`config.mk`:
```
export PLATFORM = sky130hd
export DESIGN_NAME = uart_rx_controller
export DESIGN_NICKNAME = d
export VERILOG_FILES = /design/src/rtl/uart_rx_controller.sv
export SDC_FILE = /design/constraint.sdc
export NUM_CORES = 1
export LEC_CHECK = 0
export BUFFER_PORTS_ARGS = -buffer_cell sky130_fd_sc_hd__buf_4
export CORE_MARGIN = 2
export CORE_UTILIZATION = 35
export DETAILED_ROUTE_END_ITERATION = 10
export SLEW_MARGIN = 10
export SYNTH_ARGS = -nofsm -noshare
export SYNTH_HDL_FRONTEND = slang
export SYNTH_SLANG_ARGS = --single-unit
export TNS_END_PERCENT = 10
```
`constraint.sdc`:
```
create_clock -name clk2 -period 2.72 [get_ports clk2]
set_input_delay 0.816 -clock clk2 [delete_from_list [all_inputs] [get_ports clk2]]
set_output_delay 0.816 -clock clk2 [all_outputs]
set_load 0.02 [all_outputs]
```
`src/rtl/uart_rx_controller.sv`:
```
// UART receive controller: stop-bit check, frame watchdog with line
// recovery, and a show-ahead byte FIFO with sticky error flags.
module uart_rx_controller #(
  parameter int DEPTH   = 4,
  parameter int TIMEOUT = 192
) (
  input  logic                   clk2,
  input  logic                   reset,
  input  logic                   enable,
  input  logic                   rx_line,
  input  logic                   rx_finished,
  input  logic [7:0]             rx_data,
  output logic                   rx_rst,
  output logic                   rd_valid,
  output logic [7:0]             rd_data,
  input  logic                   rd_ready,
  output logic [$clog2(DEPTH):0] count,
  output logic                   overrun,
  output logic                   framing_err,
  input  logic                   clr_err
);
  localparam int AW = $clog2(DEPTH);
  localparam int WW = $clog2(TIMEOUT + 1);

  typedef enum logic [2:0] {
    DISABLED, IDLE, FRAME, STOP_CHK, RECOVER
  } state_t;

  state_t state, state_n;

  logic          line_q, fin_q;
  logic [WW-1:0] wdog;
  logic [2:0]    stop_cnt;
  logic [3:0]    rec_cnt;
  logic          rec_hold;

  logic fall_edge, fin_rise, wd_hit, smp;
  logic push_req, ferr_set, ovr_set;
  logic pop, full, wr_en;

  logic [7:0]    mem [DEPTH];
  logic [AW-1:0] wr_ptr, rd_ptr;

  assign fall_edge = line_q & ~rx_line;
  assign fin_rise  = ~fin_q & rx_finished;
  assign wd_hit    = wdog == WW'(TIMEOUT - 1);
  assign smp       = stop_cnt == 3'd7;

  always_ff @(posedge clk2 or posedge reset) begin
    if (reset) state <= DISABLED;
    else       state <= state_n;
  end

  always_comb begin
    state_n = state;
    if (!enable) begin
      state_n = DISABLED;
    end else begin
      unique case (state)
        DISABLED: state_n = IDLE;
        IDLE:     if (fall_edge) state_n = FRAME;
        FRAME: begin
          if (fin_rise)    state_n = STOP_CHK;
          else if (wd_hit) state_n = RECOVER;
        end
        STOP_CHK: if (smp || !rx_finished) state_n = IDLE;
        RECOVER: begin
          if (!rec_hold && rx_line && rec_cnt == 4'd15)
            state_n = IDLE;
        end
        default:  state_n = DISABLED;
      endcase
    end
  end

  always_comb begin
    rx_rst   = 1'b0;
    push_req = 1'b0;
    ferr_set = 1'b0;
    unique case (state)
      DISABLED: rx_rst = 1'b1;
      FRAME:    ferr_set = enable & ~fin_rise & wd_hit;
      STOP_CHK: begin
        push_req = enable & smp & rx_line;
        ferr_set = enable & (smp ? ~rx_line : ~rx_finished);
      end
      RECOVER:  rx_rst = rec_hold;
      default:  ;
    endcase
  end

  // Recovery holds the receiver in reset for two cycles, then waits
  // for sixteen uninterrupted idle-high samples.
  always_ff @(posedge clk2 or posedge reset) begin
    if (reset) begin
      line_q   <= 1'b0;
      fin_q    <= 1'b0;
      wdog     <= '0;
      stop_cnt <= '0;
      rec_cnt  <= '0;
      rec_hold <= 1'b0;
    end else begin
      line_q   <= rx_line;
      fin_q    <= rx_finished;
      wdog     <= (state == FRAME) ? wdog + WW'(1) : '0;
      stop_cnt <= (state == STOP_CHK) ? stop_cnt + 3'd1 : '0;
      if (state != RECOVER) begin
        rec_hold <= 1'b1;
        rec_cnt  <= '0;
      end else if (rec_hold) begin
        rec_hold <= rec_cnt != 4'd1;
        rec_cnt  <= (rec_cnt == 4'd1) ? 4'd0 : rec_cnt + 4'd1;
      end else begin
        rec_cnt  <= rx_line ? rec_cnt + 4'd1 : 4'd0;
      end
    end
  end

  assign rd_valid = count != '0;
  assign full     = count == (AW + 1)'(DEPTH);
  assign pop      = rd_valid & rd_ready;
  assign wr_en    = push_req & (~full | pop);
  assign ovr_set  = push_req & full & ~pop;
  assign rd_data  = rd_valid ? mem[rd_ptr] : 8'h00;

  always_ff @(posedge clk2) begin
    if (wr_en) mem[wr_ptr] <= rx_data;
  end

  always_ff @(posedge clk2 or posedge reset) begin
    if (reset) begin
      wr_ptr <= '0;
      rd_ptr <= '0;
      count  <= '0;
    end else begin
      if (wr_en) wr_ptr <= wr_ptr + AW'(1);
      if (pop)   rd_ptr <= rd_ptr + AW'(1);
      if (wr_en && !pop)      count <= count + (AW + 1)'(1);
      else if (pop && !wr_en) count <= count - (AW + 1)'(1);
    end
  end

  always_ff @(posedge clk2 or posedge reset) begin
    if (reset) begin
      overrun     <= 1'b0;
      framing_err <= 1'b0;
    end else begin
      if (ovr_set)      overrun <= 1'b1;
      else if (clr_err) overrun <= 1'b0;
      if (ferr_set)     framing_err <= 1'b1;
      else if (clr_err) framing_err <= 1'b0;
    end
  end
endmodule

```
## Yosys cells after proc, flatten, opt, wreduce, memory -nomap -nowiden

Memories as Yosys holds them, arrays and structs flattened.
Cells that the tools add are included.

- Register bits after elaboration: 30
- Logic and storage cells: 95
- RAM bits: 32
- Memories kept: 1
- Output and inout port bits: 15
- Latch bits: 0
- Bits in read-only memories: 0
- Bits of input ports: 15

- Multiply operators: 0
- Bitwise gates (word level): 18
- Muxes and demuxes: 27
- Magnitude comparators: 0
- Reductions and logical operators: 15
- Equality and inequality tests: 15
- $add $sub $neg: 7
- Divide/modulo/power cells: 0
- Shift operators: 0

Memories:

| name | words | width | rd ports | clocked after Yosys merged registers in | write ports | line | source |
|---|---|---|---|---|---|---|---|
| mem | 4 | 8 | 1 | 0 | 1 | 41 | `logic [7:0] mem [DEPTH];` |

Operators with widths:

| cell | number |
|---|---|
| 3-bit 2-to-1 mux | 9 |
| 4-bit 2-to-1 mux | 4 |
| 8-bit 2-to-1 mux | 2 |
| 3-bit case mux with 5 select lines | 1 |
| 3-bit inequality test, second input constant | 4 |
| 1-bit bitwise AND | 11 |
| 3-bit == test, second input constant | 3 |
| 1-bit 2-to-1 mux | 9 |
| 8-bit by 1-bit adder with 8-bit output, second input constant | 1 |
| 8-bit == test, second input constant | 1 |
| 3-bit by 1-bit adder with 3-bit output, second input constant | 2 |
| 3-bit by 2-bit == test with 1-bit output, second input constant | 2 |
| 1-bit NOT | 6 |
| 2-bit nonzero test | 3 |
| 2-bit by 1-bit adder with 2-bit output, second input constant | 2 |
| 4-bit by 1-bit adder with 4-bit output, second input constant | 1 |
| 4-bit by 1-bit == test with 1-bit output, second input constant | 1 |
| 4-bit == test, second input constant | 1 |
| 1-bit logical AND | 4 |
| 1-bit logical NOT | 4 |
| 4-bit by 1-bit inequality test with 1-bit output, second input constant | 1 |
| 4-bit inequality test, second input constant | 1 |
| 1-bit case mux with 2 select lines | 2 |
| 4-bit AND reduction | 1 |
| 6 further kinds | 6 |

## Depth between registers and ports, before layout

Gate-level depths: netlist of the first run.

- Depth in word-level cells: 9
- Depth in mapped cells: 11
- Depth with buffers taken out: 11

## Least setup slack after synthesis of the first run

OpenSTA, ideal clock, no wires.

- Path kind: input -> register
- From: input port rx_line
- To: register count[2]
- Library setup time: 80 ps
- Arrival time: 2243 ps
- Stages: 9
- Required time: 2640 ps
- Path slack: 398 ps
- Path through: and3_1 nand3_1 nor2_2 ha_1 inv_1 fa_1 xor2_1 nor2_1 xor2_1

- Word-level cells in the longest chain between the ends: 6
- Elaborated cells on any way between the ends: 8
- Classes of those cells: mux: 2; bitwise: 2; reduce/logical: 4

Ends and longest elaborated chain:

| what | line | source |
|---|---|---|
| start: declaration | 10 | `input logic rx_line,` |
| 1-bit bitwise AND (*) | 84 | `push_req = enable & smp & rx_line;` |
| 1-bit 2-to-1 mux (*) | 80 | `unique case (state)` |
| 1-bit bitwise AND (*) | 122 | `assign wr_en = push_req & (~full \| pop);` |
| net wr_en | 39 | `logic pop, full, wr_en;` |
| 1-bit logical NOT | 139 | `else if (pop && !wr_en) count <= count - (AW + 1)'(1);` |
| 1-bit logical AND | 139 |  |
| 2-bit nonzero test (no line) | -- |  |
| end signal: assignment | 138 | `if (wr_en && !pop) count <= count + (AW + 1)'(1);` |
| end signal: assignment | 139 |  |
| end: declaration | 17 | `output logic [$clog2(DEPTH):0] count,` |

Mark *: on every way through the listed nets, which the timed path passes. The rest lies on a longest branch.
A chain may end at the register's enable or synchronous reset.

## Final worst setup path of the first run

- From: register rd_ptr[0]
- To: output port rd_data[2]

- Word-level cells in the longest chain between the ends: 2

Ends and longest elaborated chain:

| what | line | source |
|---|---|---|
| start: declaration | 42 | `logic [AW-1:0] wr_ptr, rd_ptr;` |
| start signal: assignment | 137 | `if (pop) rd_ptr <= rd_ptr + AW'(1);` |
| memory read 4 x 8 bit | -- |  |
| 8-bit 2-to-1 mux | 124 | `assign rd_data = rd_valid ? mem[rd_ptr] : 8'h00;` |
| end: declaration | 15 | `output logic [7:0] rd_data,` |

Every way passes these cells.

==> results of run 1 <==
[routing by layer]
| layer | global-route usage (%) | vias to the layer above | share of wire, % |
|---|---|---|---|
| met5 | 0 | - | 0 |
| li1 | - | 766 | - |
| met3 | 4.23 | 10 | 4.2 |
| met4 | 5.15 | 0 | 2.1 |
| met1 | 15.1 | 766 | 45 |
| met2 | 19.6 | 24 | 49 |
[where the power goes]
part           internal (W)  switching (W)
clock network      0.000416       0.000356
logic             0.0000937       0.000106
registers           0.00102      0.0000472
[worst max-delay path: cells and delay by family (launching register included)]
kind          cells  cell delay (ns)
buf+inv           2             0.32
flops             1             0.43
mux               1             0.50
simple gates      1             0.17
[worst max-delay path by stage]
stage | slack (ns) | start | to
floorplan | 0.40 | rx_line | count[2]$_DFFE_PP0P_
global placement | 0.28 | rd_ready | count[1]$_DFFE_PP0P_
detailed placement | 0.26 | rd_ready | count[1]$_DFFE_PP0P_
CTS | 0.13 | rd_ptr[0]$_DFFE_PP0N_ | rd_data[2]
global route | 0.07 | rd_ptr[0]$_DFFE_PP0N_ | rd_data[1]
finish | 0.15 | rd_ptr[0]$_DFFE_PP0N_ | rd_data[2]
[cells in the mapped netlist, types with 2 or more instances]
cell type                  count  area, um2
sky130_fd_sc_hd__edfxtp_1     32        961
sky130_fd_sc_hd__dfrtp_1      30        751
sky130_fd_sc_hd__nor2_1       16       60.1
sky130_fd_sc_hd__and2_1       13       81.3
sky130_fd_sc_hd__ha_1         10        125
sky130_fd_sc_hd__inv_1         9       33.8
sky130_fd_sc_hd__nand3_1       9       45.0
sky130_fd_sc_hd__mux4_2        8        180
sky130_fd_sc_hd__nand2_1       8       30.0
sky130_fd_sc_hd__xor2_1        8       70.1
sky130_fd_sc_hd__xnor2_1       6       52.6
sky130_fd_sc_hd__and3_1        4       25.0
sky130_fd_sc_hd__clkbuf_1      3       11.3
sky130_fd_sc_hd__nand2b_1      3       18.8
sky130_fd_sc_hd__nand3b_1      3       22.5
sky130_fd_sc_hd__a21oi_1       2       10.0
sky130_fd_sc_hd__a41o_1        2       20.0
sky130_fd_sc_hd__and2b_4       2       20.0
sky130_fd_sc_hd__buf_2         2       10.0
sky130_fd_sc_hd__mux2_1        2       22.5
sky130_fd_sc_hd__nand4_1       2       12.5
sky130_fd_sc_hd__nor2b_1       2       12.5
[cell families (layout without fill, tap and decap cells)]
kind of cell,Yosys count,after routing,share of synthesized area [%]
AO/OA/AOI/OAI,11,11,3.35
AND/OR/NAND/NOR,70,70,14.9
XOR/XNOR,14,14,4.44
adder cells (fa/ha/maj),11,11,5.26
multiplexers,11,11,7.75
buffers and inverters,15,57,2.27
flip-flops,62,62,62.0
[state kept, by name, summed over array words and instances (netlist names), 2 cells and up]
register and flops:
mem 32, wdog 8, rec_cnt 4, count 3, state 3, stop_cnt 3, rd_ptr 2, wr_ptr 2
[per-stage QoR]
stage	util [%]	power, W	hold WS [ns]	instances	instance area, um2
2_1_floorplan	-	0.00121	0.410	194	2760
3_3_place_gp	40.5	0.00128	0.431	322	3110
3_5_place_dp	40.5	0.00129	0.437	322	3110
4_1_cts	42.9	0.00207	0.447	338	3300
5_1_grt	42.9	0.00214	0.481	338	3300
6_report	42.9	0.00204	0.444	338	3300
[final cells by class]
class                           instances  area, um2  share of cell area [%]
Clock buffer                            9        124                    3.75
Multi-Input combinational cell        117        986                    29.9
Clock inverter                          7       65.1                    1.97
Timing Repair Buffer                   32        253                    7.66
Inverter                                9       33.8                    1.02
Sequential cell                        62       1710                    51.9
Tap cell                              102        128                    3.87
==> impl_summary.log, run 1 <==
[metrics] Syn Std Cell Area: 2760 um2
[metrics] clock tree from TritonCTS: yes
[metrics] total of warnings raised by yosys: 0
[metrics] total number of vias: 1566
[metrics] detail-routed net length per standard cell: around 14 um
[metrics] area of the core region: 7690 um2
[metrics] number of placed I/O pins: 30
[metrics] setup repair after global routing missed its margin: no
[metrics] number of hold violations in the final report: 0
[metrics] diode insertion count for antenna repair: 0
[metrics] worst flop-to-flop path endpoint: count[2]$_DFFE_PP0P_
[metrics] kind of path behind the tightest hold check: register to register
[metrics] effective utilization at floorplan: 35.9%
[metrics] share of cells above drive strength 1: between 20 and 30%
[metrics] number of flops mapped to enable cells by yosys: 32
[metrics] status: completed
[metrics] power density normalized to cell area: 617 nW/um2
[metrics] worst reg2reg setup slack: 0.47 ns
[metrics] Die Outline Area: 8610 um2
[metrics] post-cts repair resize count: 0
[metrics] CP Data Arrival Time: 1.75 ns
[metrics] Min-Delay Startpoint: stop_cnt[0]$_DFF_PP0_
[metrics] cell with the biggest individual delay on the critical path: sky130_fd_sc_hd__mux4_2
[metrics] sum of negative setup slack: 0 ns
[metrics] via count of the first global-routing pass: 1654
[metrics] Post-Synthesis Net Count: 220
[metrics] DRT iter0 DRCs: 63
[metrics] initial antenna violation count: 0
[metrics] grt total ovfl: 0
[metrics] Period Utilization, post-route: 94.3%
[metrics] number of synthesized register bits: 62
[metrics] maximum clock frequency: 0.390 GHz
[metrics] fill cell count: 745
[metrics] commonest non-fill, non-tap cells in the layout: sky130_fd_sc_hd__edfxtp_1 (32), sky130_fd_sc_hd__buf_4 (31), sky130_fd_sc_hd__dfrtp_1 (30), sky130_fd_sc_hd__nor2_1 (16), sky130_fd_sc_hd__and2_1 (13)
[metrics] mean cell area of the mapped netlist: around 14 um2
[metrics] sort of element at the end of the critical path: output port
[metrics] data required time at the worst endpoint: 1.90 ns
[metrics] share of flip-flops with an asynchronous set or reset: 48.4%
[metrics] layout overhead on the synthesized area: 19.6%
[metrics] pre-CTS setup slack: 0.258 ns
[metrics] Die Span Y: between 90 and 100 um
[metrics] final layout net count: 257
[metrics] global-route wire length before repair: 7830 um
[metrics] CTS max path bufs: 2
[metrics] gate count of the mapped netlist: 194
[metrics] level count of the clock H-tree: 3
[metrics] final weighted congestion in routability-driven placement: 0.732
[metrics] Skew-Pair Late Insertion Delay: 0.33 ns
[metrics] sequential element share of the synthesized area: 62.0%
[metrics] largest vdd supply drop: 0.259 mV
[metrics] Clock Root Buffer: sky130_fd_sc_hd__clkbuf_8
[metrics] end point of the most critical hold path: stop_cnt[0]$_DFF_PP0_
[metrics] standard-cell rows: 32
[metrics] shortest clock period the worst path allows after layout: 2.57 ns
[metrics] most common library cell in the layout ignoring fill and taps: sky130_fd_sc_hd__edfxtp_1
[metrics] WS Path Type: register to output port
[metrics] WHS Path Cells: 1
[metrics] first-pass iteration count of the detailed router: 4
[metrics] buffer count from post-CTS setup fixing: 0
[metrics] CP cell instances: buf_12, mux4_2, and2_1, buf_4
[metrics] delay of the slowest cell on the worst path: 0.50 ns
[metrics] clock transition at the registers of the reported paths: about 0.070 ns
[metrics] maximum fanout along the worst path: 8
[metrics] number of sinks handled by clock tree synthesis: 62
[metrics] count of final max-slew check failures: 0
[metrics] transition time at the pin with the least slew margin: 0.433 ns
[metrics] # setup viols final: 0
[metrics] final antenna-violating net count: 0
[metrics] Register-to-Register Path Depth: 8
[metrics] number of max-cap violations: 0
[metrics] library cells used by synthesis: 40
[metrics] critical path launch point type: register
[metrics] total clock buffers created by CTS: 9
[metrics] worst-case clock skew: ~0.0043 ns
[metrics] Slew Limit Headroom: a little under three quarters
[metrics] total wirelength of the detailed-routed design: 4580 um
[metrics] half-perimeter wire length after placement: 3100 um
[metrics] global router's overall resource usage: 12.2%
[metrics] largest net degree at the start of global routing: 31
[metrics] setup slack after layout: 0.154 ns
[metrics] commonest register cell after synthesis: sky130_fd_sc_hd__edfxtp_1
[metrics] drt via density: 4.63
[metrics] Residual DRC: 0
[metrics] leakage power total: 1.39 nW
[metrics] Chip Width: 92.8 um
[metrics] port buffer count: 29
[metrics] number of hold buffers added after cts: 0
[metrics] startpoint of the worst-slack reg-to-reg timing path: count[0]$_DFFE_PP0P_
Power figures use the tool's default switching activity.
==> run 2, diff against run 1 <==
CORE_UTILIZATION = 58   (was 35)
PLACE_DENSITY = 0.79   (was not set)
==> impl_summary.log, run 2 (synthesis results as in run 1) <==
[metrics] status: completed
[metrics] data required time at the worst endpoint: 1.90 ns
[metrics] clock tree from TritonCTS: yes
[metrics] drt via density: about 5.5
[metrics] register containing the most flip-flops in the final layout: mem
[metrics] Min-Delay Startpoint: stop_cnt[0]$_DFF_PP0_
[metrics] CTS max path bufs: 2
[metrics] cell area after placement: about 3000 um2
[metrics] total wirelength of the detailed-routed design: 4550 um
[metrics] number of hold buffers added after cts: 0
[metrics] commonest non-fill, non-tap cells in the layout: sky130_fd_sc_hd__buf_4 (33), sky130_fd_sc_hd__edfxtp_1 (32), sky130_fd_sc_hd__dfrtp_1 (30), sky130_fd_sc_hd__nor2_1 (16), sky130_fd_sc_hd__and2_1 (13)
[metrics] total clock buffers created by CTS: 9
[metrics] effective utilization at floorplan: 59.2%
[metrics] setup repair after global routing missed its margin: no
[metrics] global-route wire length before repair: 7380 um
[metrics] Chip Width: 73.0 um
[metrics] largest registers ranked by flip-flop count: mem: 32 flops, wdog: 8 flops, rec_cnt: 4 flops
[metrics] largest net degree at the start of global routing: 31
[metrics] largest vdd supply drop: 0.450 mV
[metrics] number of hold violations in the final report: 0
[metrics] startpoint of the worst-slack reg-to-reg timing path: stop_cnt[0]$_DFF_PP0_
[metrics] initial antenna violation count: 0
[metrics] transition time at the pin with the least slew margin: 0.452 ns
[metrics] post-cts repair resize count: 0
[metrics] maximum clock frequency: 0.400 GHz
[metrics] CP Data Arrival Time: about 1.7 ns
[metrics] Period Utilization, post-route: 92.0%
[metrics] final antenna-violating net count: 0
[metrics] sort of element at the end of the critical path: output port
[metrics] standard-cell rows: 25
[metrics] Clock Root Buffer: sky130_fd_sc_hd__clkbuf_8
[metrics] final weighted congestion in routability-driven placement: around 0.76
[metrics] grt total ovfl: 0
[metrics] clock transition at the registers of the reported paths: about 0.070 ns
[metrics] detail-routed net length per standard cell: 15.6 um
[metrics] share of cells above drive strength 1: around 28%
[metrics] critical path launch point type: register
[metrics] number of max-cap violations: 0
[metrics] half-perimeter wire length after placement: 3260 um
[metrics] Die Outline Area: around 5300 um2
[metrics] Tot Pwr: around 0.0021 W
[metrics] shortest clock period the worst path allows after layout: 2.50 ns
[metrics] Die Span Y: 73.0 um
[metrics] layout overhead on the synthesized area: 18.5%
[metrics] Residual DRC: 0
[metrics] sum of negative setup slack: 0 ns
[metrics] # setup viols final: 0
[metrics] kind of path behind the tightest hold check: register to register
[metrics] global router's overall resource usage: 19.2%
[metrics] number of placed I/O pins: 30
[metrics] total number of vias: approximately 1600
[metrics] most common library cell in the layout ignoring fill and taps: sky130_fd_sc_hd__buf_4
[metrics] worst-case clock skew: 0.00496 ns
[metrics] Slew Limit Headroom: 69.9%
[metrics] max FFs per register: 32
[metrics] area of the core region: 4660 um2
[metrics] Skew-Pair Late Insertion Delay: between 0.3 and 0.4 ns
[metrics] level count of the clock H-tree: 3
[metrics] via count of the first global-routing pass: 1616
[metrics] first-pass iteration count of the detailed router: 4
[metrics] DRT iter0 DRCs: 67
[metrics] maximum fanout along the worst path: 6
[metrics] number of sinks handled by clock tree synthesis: 62
[metrics] start point of the critical path: rd_ptr[0]$_DFFE_PP0N_
[metrics] final non-filler cell area: 3270 um2
[metrics] leakage power total: between 1 and 1.5 nW
[metrics] diode insertion count for antenna repair: 0
[metrics] buffer count from post-CTS setup fixing: 0
[metrics] power density normalized to cell area: 648 nW/um2
[metrics] final layout net count: 258
[metrics] port buffer count: 29
[metrics] worst reg2reg setup slack: 0.35 ns
[metrics] count of final max-slew check failures: 0
[metrics] WS Path Type: register to output port
run 2: routing by layer:
metal	routed length, um	vias to the layer above	share of wire (%)	track usage (%)
met3	135	10	3.0	4.42
met1	1910	784	42	22.0
li1	-	768	-	-
met5	0	-	0	0
met4	101	0	2.2	11.1
met2	2410	26	53	32.8
run 2: final cells by class:
cell class / count / area [um2]
clock buffers: 15 / 219
clock inverters: 1 / 5.00
fillers: 305 / 1390
inverters: 9 / 33.8
multi-input cells: 117 / 986
flip-flops and latches: 62 / 1710
well taps: 54 / 67.6
repair buffers: 33 / 248
run 2: power by group:
| group | internal [W] | total, W | switching [W] |
|---|---|---|---|
| Clock | 0.000516 | 0.000848 | 0.000332 |
| Combinational | 0.000103 | 0.000225 | 0.000122 |
| Sequential | 0.00102 | 0.00105 | 0.0000299 |
| Total | 0.00164 | 0.00212 | 0.000484 |
run 2: worst paths after layout:
path	endpoint	cells past startpoint
max in group asynchronous	wdog[4]$_DFF_PP0_	3
min in group asynchronous	count[2]$_DFFE_PP0P_	3
max reg2reg	count[2]$_DFFE_PP0P_	11
min reg2reg	stop_cnt[0]$_DFF_PP0_	1
min	stop_cnt[0]$_DFF_PP0_	1
max	rd_data[2]	4
run 2: worst max-delay path: stages, from the launching register on:
cell and delay, ns:
sky130_fd_sc_hd__dfrtp_1 0.35, sky130_fd_sc_hd__buf_4 0.18, sky130_fd_sc_hd__mux4_2 0.51, sky130_fd_sc_hd__and2_1 0.17, sky130_fd_sc_hd__buf_4 0.15
run 2: stage by stage:
step	setup slack [ns]	util, %	hold slack [ns]	std cells
after floorplan	0.398	-	0.410	194
after global placement	0.179	65.4	0.420	275
after detailed placement	0.119	65.4	0.441	275
after CTS	0.194	70.2	0.450	291
after global routing	0.143	70.2	0.459	291
final	0.218	70.2	0.448	291
